File: config.mk
export PLATFORM = sky130hd
export DESIGN_NAME = ring_monitor_flat
export DESIGN_NICKNAME = d
export VERILOG_FILES = /design/src/rtl/ring_pkg.sv /design/src/rtl/ring_monitor_if.sv /design/src/rtl/ring_onehot_enc.sv /design/src/rtl/ring_monitor.sv /design/src/flat_wrapper.sv
export SDC_FILE = /design/constraint.sdc
export NUM_CORES = 1
export LEC_CHECK = 0
export ABC_AREA = 1
export BUFFER_PORTS_ARGS = -buffer_cell sky130_fd_sc_hd__buf_4
export CAP_MARGIN = 15
export CORE_ASPECT_RATIO = 1.5
export CORE_MARGIN = 2
export CORE_UTILIZATION = 49
export DETAILED_ROUTE_END_ITERATION = 8
export GPL_TIMING_DRIVEN = 0
export HOLD_SLACK_MARGIN = 0.03
export PLACE_DENSITY = 0.74
export SYNTH_ARGS = -nofsm -noshare
export SYNTH_HDL_FRONTEND = slang
export SYNTH_SLANG_ARGS = --single-unit
File: constraint.sdc
create_clock -name clk -period 1.4 [get_ports clk]
set_input_delay 0.28 -clock clk [delete_from_list [all_inputs] [get_ports clk]]
set_output_delay 0.28 -clock clk [all_outputs]
set_load 0.05 [all_outputs]
File: src/rtl/ring_pkg.sv
// Shared types and helpers for the ring_monitor block: FSM state enum,
// width-generic rotate-left and index-width helper.
package ring_pkg;

   typedef enum logic [1:0] {HUNT, ACQ, LOCKED} state_t;

   localparam int unsigned MAX_N = 64;

   function automatic int unsigned idx_w(input int unsigned n);
      return (n <= 2) ? 1 : $clog2(n);
   endfunction

   // Rotates the low w bits of x left by one; bits above w return 0.
   function automatic logic [MAX_N-1:0] rotl(input logic [MAX_N-1:0] x, input int unsigned w);
      logic [MAX_N-1:0] r;
      r = '0;
      for (int unsigned i = 0; i < w; i++) begin
         r[(i + 1) % w] = x[i];
      end
      return r;
   endfunction

endpackage

File: src/rtl/ring_monitor_if.sv
// Sample/status bundle between a ring source and ring_monitor.
interface ring_monitor_if
   import ring_pkg::*;
#(
   parameter int unsigned N     = 4,
   parameter int unsigned ERR_W = 8
);
   localparam int unsigned IW = idx_w(N);

   logic          in_en;
   logic [N-1:0]  ring_in;
   logic [IW-1:0] index;
   logic          index_valid;
   logic          wrap;
   logic          locked;
   logic          err_pulse;
   logic [ERR_W-1:0] err_count;

   modport master (
      output in_en, ring_in,
      input  index, index_valid, wrap, locked, err_pulse, err_count
   );

   modport slave (
      input  in_en, ring_in,
      output index, index_valid, wrap, locked, err_pulse, err_count
   );
endinterface

File: src/rtl/ring_onehot_enc.sv
// Combinational one-hot check and binary encoder for an N-bit ring word.
module ring_onehot_enc
   import ring_pkg::*;
#(
   parameter int unsigned N = 4
) (
   input  logic [N-1:0]         i_ring,
   output logic                 o_onehot,
   output logic [idx_w(N)-1:0]  o_index
);
   localparam int unsigned IW = idx_w(N);

   logic [N-1:0]  w_minus1;
   logic [IW-1:0] w_index;

   assign w_minus1 = i_ring - N'(1);
   assign o_onehot = (i_ring != '0) && ((i_ring & w_minus1) == '0);

   always_comb begin
      w_index = '0;
      for (int unsigned i = 0; i < N; i++) begin
         if (i_ring[i]) w_index = w_index | IW'(i);
      end
   end

   assign o_index = w_index;
endmodule

File: src/rtl/ring_monitor.sv
// One-hot rotating ring checker: lock FSM, sequence errors and wrap detect.
// Define RING_MONITOR_ERRCNT_EN to implement the saturating err_count register.
module ring_monitor
   import ring_pkg::*;
#(
   parameter int unsigned N        = 4,
   parameter int unsigned LOCK_CNT = 3,
   parameter int unsigned ERR_W    = 8
) (
   input  logic         clk,
   input  logic         rst_n,
   ring_monitor_if.slave mon
);
   localparam int unsigned IW = idx_w(N);
   localparam int unsigned RW = idx_w(LOCK_CNT + 1);

   state_t        r_state;
   logic [RW-1:0] r_run;
   logic [N-1:0]  r_prev;
   logic [IW-1:0] r_index;
   logic          r_index_valid;
   logic          r_wrap;
   logic          r_locked;
   logic          r_err_pulse;

   logic             w_onehot;
   logic [IW-1:0]    w_idx;
   logic [MAX_N-1:0] w_rot;
   logic [N-1:0]     w_exp;
   logic             w_correct;
   logic             w_err;

   ring_onehot_enc #(.N(N)) u_enc (
      .i_ring   (mon.ring_in),
      .o_onehot (w_onehot),
      .o_index  (w_idx)
   );

   assign w_rot     = rotl(MAX_N'(r_prev), N);
   assign w_exp     = w_rot[N-1:0];
   assign w_correct = w_onehot && (mon.ring_in == w_exp);
   assign w_err     = mon.in_en && (r_state == LOCKED) && !w_correct;

   always_ff @(posedge clk) begin
      if (!rst_n) begin
         r_state       <= HUNT;
         r_run         <= '0;
         r_prev        <= '0;
         r_index       <= '0;
         r_index_valid <= 1'b0;
         r_wrap        <= 1'b0;
         r_locked      <= 1'b0;
         r_err_pulse   <= 1'b0;
      end else begin
         r_index_valid <= 1'b0;
         r_wrap        <= 1'b0;
         r_err_pulse   <= 1'b0;
         if (mon.in_en) begin
            r_index_valid <= w_onehot;
            r_wrap        <= w_correct && r_prev[N-1];
            if (w_onehot) begin
               r_prev  <= mon.ring_in;
               r_index <= w_idx;
            end
            case (r_state)
               HUNT: begin
                  if (w_onehot) begin
                     if (LOCK_CNT == 1) begin
                        r_state  <= LOCKED;
                        r_locked <= 1'b1;
                     end else begin
                        r_state <= ACQ;
                        r_run   <= RW'(1);
                     end
                  end
               end
               ACQ: begin
                  if (w_correct) begin
                     if (int'(r_run) + 1 >= int'(LOCK_CNT)) begin
                        r_state  <= LOCKED;
                        r_locked <= 1'b1;
                     end else begin
                        r_run <= r_run + 1'b1;
                     end
                  end else if (w_onehot) begin
                     r_run <= RW'(1);
                  end else begin
                     r_state <= HUNT;
                  end
               end
               LOCKED: begin
                  if (w_err) begin
                     r_err_pulse <= 1'b1;
                     r_locked    <= 1'b0;
                     r_run       <= RW'(1);
                     r_state     <= w_onehot ? ACQ : HUNT;
                  end
               end
               default: begin
                  r_state  <= HUNT;
                  r_locked <= 1'b0;
               end
            endcase
         end
      end
   end

`ifdef RING_MONITOR_ERRCNT_EN
   logic [ERR_W-1:0] r_err_count;

   always_ff @(posedge clk) begin
      if (!rst_n) begin
         r_err_count <= '0;
      end else if (w_err && (r_err_count != '1)) begin
         r_err_count <= r_err_count + 1'b1;
      end
   end

   assign mon.err_count = r_err_count;
`else
   assign mon.err_count = '0;
`endif

   assign mon.index       = r_index;
   assign mon.index_valid = r_index_valid;
   assign mon.wrap        = r_wrap;
   assign mon.locked      = r_locked;
   assign mon.err_pulse   = r_err_pulse;
endmodule

File: src/flat_wrapper.sv
// flat-port wrapper written by rule: the top's interface ports become plain ports
module ring_monitor_flat import ring_pkg::*;
#(
   parameter int unsigned N        = 4,
   parameter int unsigned LOCK_CNT = 3,
   parameter int unsigned ERR_W    = 8
)
  (clk, rst_n, mon_in_en, mon_ring_in, mon_index, mon_index_valid, mon_wrap, mon_locked, mon_err_pulse, mon_err_count);
  ring_monitor_if #(.N(N), .ERR_W(ERR_W)) mon_i ();
  input  logic clk;
  input  logic rst_n;
  input wire logic [$bits(mon_i.in_en)-1:0] mon_in_en;
  input wire logic [$bits(mon_i.ring_in)-1:0] mon_ring_in;
  output wire logic [$bits(mon_i.index)-1:0] mon_index;
  output wire logic [$bits(mon_i.index_valid)-1:0] mon_index_valid;
  output wire logic [$bits(mon_i.wrap)-1:0] mon_wrap;
  output wire logic [$bits(mon_i.locked)-1:0] mon_locked;
  output wire logic [$bits(mon_i.err_pulse)-1:0] mon_err_pulse;
  output wire logic [$bits(mon_i.err_count)-1:0] mon_err_count;
  assign mon_i.in_en = mon_in_en;
  assign mon_i.ring_in = mon_ring_in;
  assign mon_index = mon_i.index;
  assign mon_index_valid = mon_i.index_valid;
  assign mon_wrap = mon_i.wrap;
  assign mon_locked = mon_i.locked;
  assign mon_err_pulse = mon_i.err_pulse;
  assign mon_err_count = mon_i.err_count;
  ring_monitor #(.N(N), .LOCK_CNT(LOCK_CNT), .ERR_W(ERR_W)) u_core (.clk(clk), .rst_n(rst_n), .mon(mon_i));
endmodule
==> impl_summary.txt <==
----------------------------------------------------
[Run status]
  Status ... complete, but fails checks
  Violations in the final reports ... setup timing

[Power and ir drop]
  Final total power ... 1.36 mW
  Leakage Power ... 0.723 nW
  Worst ir drop on vdd ... 677 uV
  Pwr Density ... 928 nW/um^2

[Clock network]
  Clock Tree Root ... sky130_fd_sc_hd__clkbuf_4
  Number of buffers on the longest clock path ... 2
  Insertion delay to the later sink of the worst-skew pair ... 0.29 ns
  Clock Pin Slew Worst Setup and Hold Paths ... 0.09 ns
  H-tree levels ... 1
  Number of buffers created by CTS ... 3
  Number of sinks on the clock net ... 14
  TritonCTS clock tree ... built
  Hold buffer count at cts ... 0

[Floorplanning]
  Die outline height ... 61.2 um
  Starting Density ... 52.1%
  Top-Level Pins ... 21
  Floorplan die width ... 42.2 um
  Std-Cell Rows ... 20
  Die Outline Area ... 2580 um^2
  Floorplan Core Area ... 2050 um^2

[Synthesis]
  Library cell with the highest instance count after synthesis ... sky130_fd_sc_hd__nand2_1
  Syn. warnings ... 0
  Fraction of the yosys area taken by sequential cells ... 26.2%
  #FFs+latches synth ... 14
  Async set or reset register ratio after synthesis ... 0%
  Synth area leaders ... sky130_fd_sc_hd__dfxtp_1, sky130_fd_sc_hd__nand2_1, sky130_fd_sc_hd__ha_1, sky130_fd_sc_hd__inv_1, sky130_fd_sc_hd__nor2_1
  Cell type contributing the most total cell area after synthesis ... sky130_fd_sc_hd__dfxtp_1
  Synth Cell Area ... 1070 um^2
  Commonest cells in the synthesized netlist ... sky130_fd_sc_hd__nand2_1, sky130_fd_sc_hd__inv_1, sky130_fd_sc_hd__nor2_1
  Number of cells produced by synthesis ... 165
  Number of enable flip-flop cells after synthesis ... 0
  Share of Yosys cell area claimed by the top area cell type ... 26.2%
  Predominant post-synthesis flop cell ... sky130_fd_sc_hd__dfxtp_1
  Count of cell types in the netlist ... 26
  Synth Area per Inst ... 6.48 um^2

[STA]
  Worst Clk Skew ... 0.00403 ns
  Setup violators final ... 2
  Unrepaired setup endpoints after global routing ... yes
  Crit path setup slack, layout ... -0.0601 ns
  Pins Over Slew Limit ... 0
  Final period demand of the worst path ... 1.46 ns
  Final critical-path share of the clock period ... 104%
  Peak clock frequency supported by timing ... 685 MHz
  Number of endpoints with negative hold slack in the final report ... 0
  Hold Slack ... 0.270 ns

[Route]
  Drt wl/cell ... 12.4 um
  Total vias in the final route ... 1,084
  Remaining number of nets flagged by the antenna check after routing ... 0
  Number of remaining DRC errors ... 0
  Via density ... 5.02
  Number of DRC markers in iteration 0 ... 38
  DR pass1 iterations ... 4
  Detailed-route wire length ... 2.69 mm

[Critical path]
  Crit path kind ... reg2reg
  Largest stage delay, worst path ... 0.35 ns
  Worst setup SP type ... flip-flop
  Kind of cell adding the most delay to the critical path ... simple AND/OR/NAND/NOR gates
  Endpoint required time on the critical path ... 1.59 ns
  Crit path buf inv count ... 2
  R2R setup slack ... -0.06 ns
  Worst-path cell with the longest stage delay ... sky130_fd_sc_hd__dfxtp_2
  Critical Path End Type ... flip-flop
  Cell Chain, Critical Path ... inv_2 -> ha_4 -> inv_2 -> nor2_4 -> nand3_2 -> nand2_2 -> nor2_4 -> nand2_4 -> nand2_1 -> nand2_1 -> nor2_2
  Crit path max fanout ... 6
  Worst endpoint data arrival time ... 1.65 ns

[Cells and area]
  Antenna cells ... 0
  Number of non-filler instances in the completed layout ... 216
  Filler cell count ... 181
  Area growth, synth to finish ... 37.3%
  Post-Layout Inst Area ... 1470 um^2
  Net count reported at finish ... 208
  Layout cell share with drive strength beyond 1 ... 51.5%

[GRT]
  Global-route wire length before repair ... 3.76 mm
  Antenna violations before repair ... 0
  Aggregate global routing overflow ... 0
  Largest net degree at the start of global routing ... 11
  Via count of the first global-routing pass ... 943
  Overall routing resource usage ... 19.1%

[Flow run]
  Reported max-cap violation count ... 0

[Placed design]
  Post-detailed-placement cell area ... 1210 um^2
  GP Congestion ... 0.857
  Half-perimeter wire length of the detailed placement result ... 1.72 mm
  Total placed cells including tap cells ... 206
  Port-buffer cells ... 12

[Worst hold path]
  Min-delay worst type ... in2reg

----------------------------------------------------
[per-layer routing]
layer / share of wire [%] / track usage [%]
met2: 56 / 36.6
met3: 2.9 / 1.76
met5: 0 / 0
met4: 3.6 / 10.3
met1: 37 / 20.9
[kinds of logic after synthesis]
kind of cell	Yosys count	share of synthesized area (%)
other	1	0.351
DFF	14	26.2
adders and majority gates	6	7.02
buffers and inverters	33	14.4
AOI/OAI and AO/OA	14	8.42
xor gates and xnor gates	1	0.819
and+or+nand+nor	96	42.8
[report_power, final]
group          total (mW)  switching (mW)  internal (mW)
clock               0.299           0.140          0.159
combinational       0.602           0.376          0.226
sequential          0.461          0.0293          0.432
[worst min-delay path, stage by stage]
cell                      delay (ns)
sky130_fd_sc_hd__buf_4          0.14
sky130_fd_sc_hd__nand2_1        0.07
sky130_fd_sc_hd__nor2_1         0.04
[cells in the final DEF, fill, tap and decap left out, types with 3 or more instances in the layout]
| master | count |
|---|---|
| sky130_fd_sc_hd__a21oi_1 | 7 |
| sky130_fd_sc_hd__buf_4 | 26 |
| sky130_fd_sc_hd__clkbuf_4 | 3 |
| sky130_fd_sc_hd__conb_1 | 8 |
| sky130_fd_sc_hd__dfxtp_1 | 7 |
| sky130_fd_sc_hd__dfxtp_2 | 4 |
| sky130_fd_sc_hd__dfxtp_4 | 3 |
| sky130_fd_sc_hd__ha_2 | 3 |
| sky130_fd_sc_hd__inv_1 | 10 |
| sky130_fd_sc_hd__inv_2 | 15 |
| sky130_fd_sc_hd__nand2_1 | 36 |
| sky130_fd_sc_hd__nand2_2 | 17 |
| sky130_fd_sc_hd__nand2_4 | 7 |
| sky130_fd_sc_hd__nand3_1 | 4 |
| sky130_fd_sc_hd__nand3_2 | 3 |
| sky130_fd_sc_hd__nor2_1 | 12 |
| sky130_fd_sc_hd__nor2_2 | 5 |
| sky130_fd_sc_hd__nor2_4 | 5 |
| sky130_fd_sc_hd__o21ai_0 | 3 |
[per-stage QoR]
| stage | utilization, % | setup WS [ns] | TNS, ns |
|---|---|---|---|
| after CTS | 63.2 | -0.0360 | -0.0360 |
| after detailed placement | 59.1 | -0.148 | -0.579 |
| after global placement | 59.1 | -0.114 | -0.473 |
| final | 71.6 | -0.0601 | -0.0714 |
| after global routing | 71.6 | -0.122 | -0.486 |
| after floorplan | - | 0.0744 | 0 |
[timing repair]
item | in CTS | in global routing
buffers inserted | 3 | 3
pin swaps | 4 | 21
gates resized for setup | 10 | 53
setup endpoints to repair | 5 | 5
[sequential cells by signal (all words and copies together) (netlist names)]
signal,cells
u_core.r_state,2
u_core.mon.err_pulse,1
u_core.mon.locked,1
u_core.mon.index,2
u_core.mon.index_valid,1
u_core.mon.wrap,1
u_core.r_run,2
u_core.r_prev,4
[path summary, 6_finish.rpt]
path                                  start                        endpoint  depth (start not counted)
max          u_core.r_state[1]$_SDFFE_PN0P_  u_core.r_state[0]$_SDFFE_PN0P_                         11
min reg2reg   u_core.r_prev[2]$_SDFFE_PN0P_   u_core.r_prev[2]$_SDFFE_PN0P_                          2
max reg2reg  u_core.r_state[1]$_SDFFE_PN0P_  u_core.r_state[0]$_SDFFE_PN0P_                         11
min                                   rst_n  u_core.r_state[1]$_SDFFE_PN0P_                          3
[cell type report]
cell class,count,area [um^2],share of cell area [%]
Timing Repair Buffer,18,135,9.20
Sequential cell,14,297,20.2
Buffer,8,60.1,4.09
Inverter,25,93.8,6.39
Clock buffer,4,36.3,2.47
Multi-Input combinational cell,125,820,55.8
Tap cell,22,27.5,1.87
(Power assumes the default switching activity.)
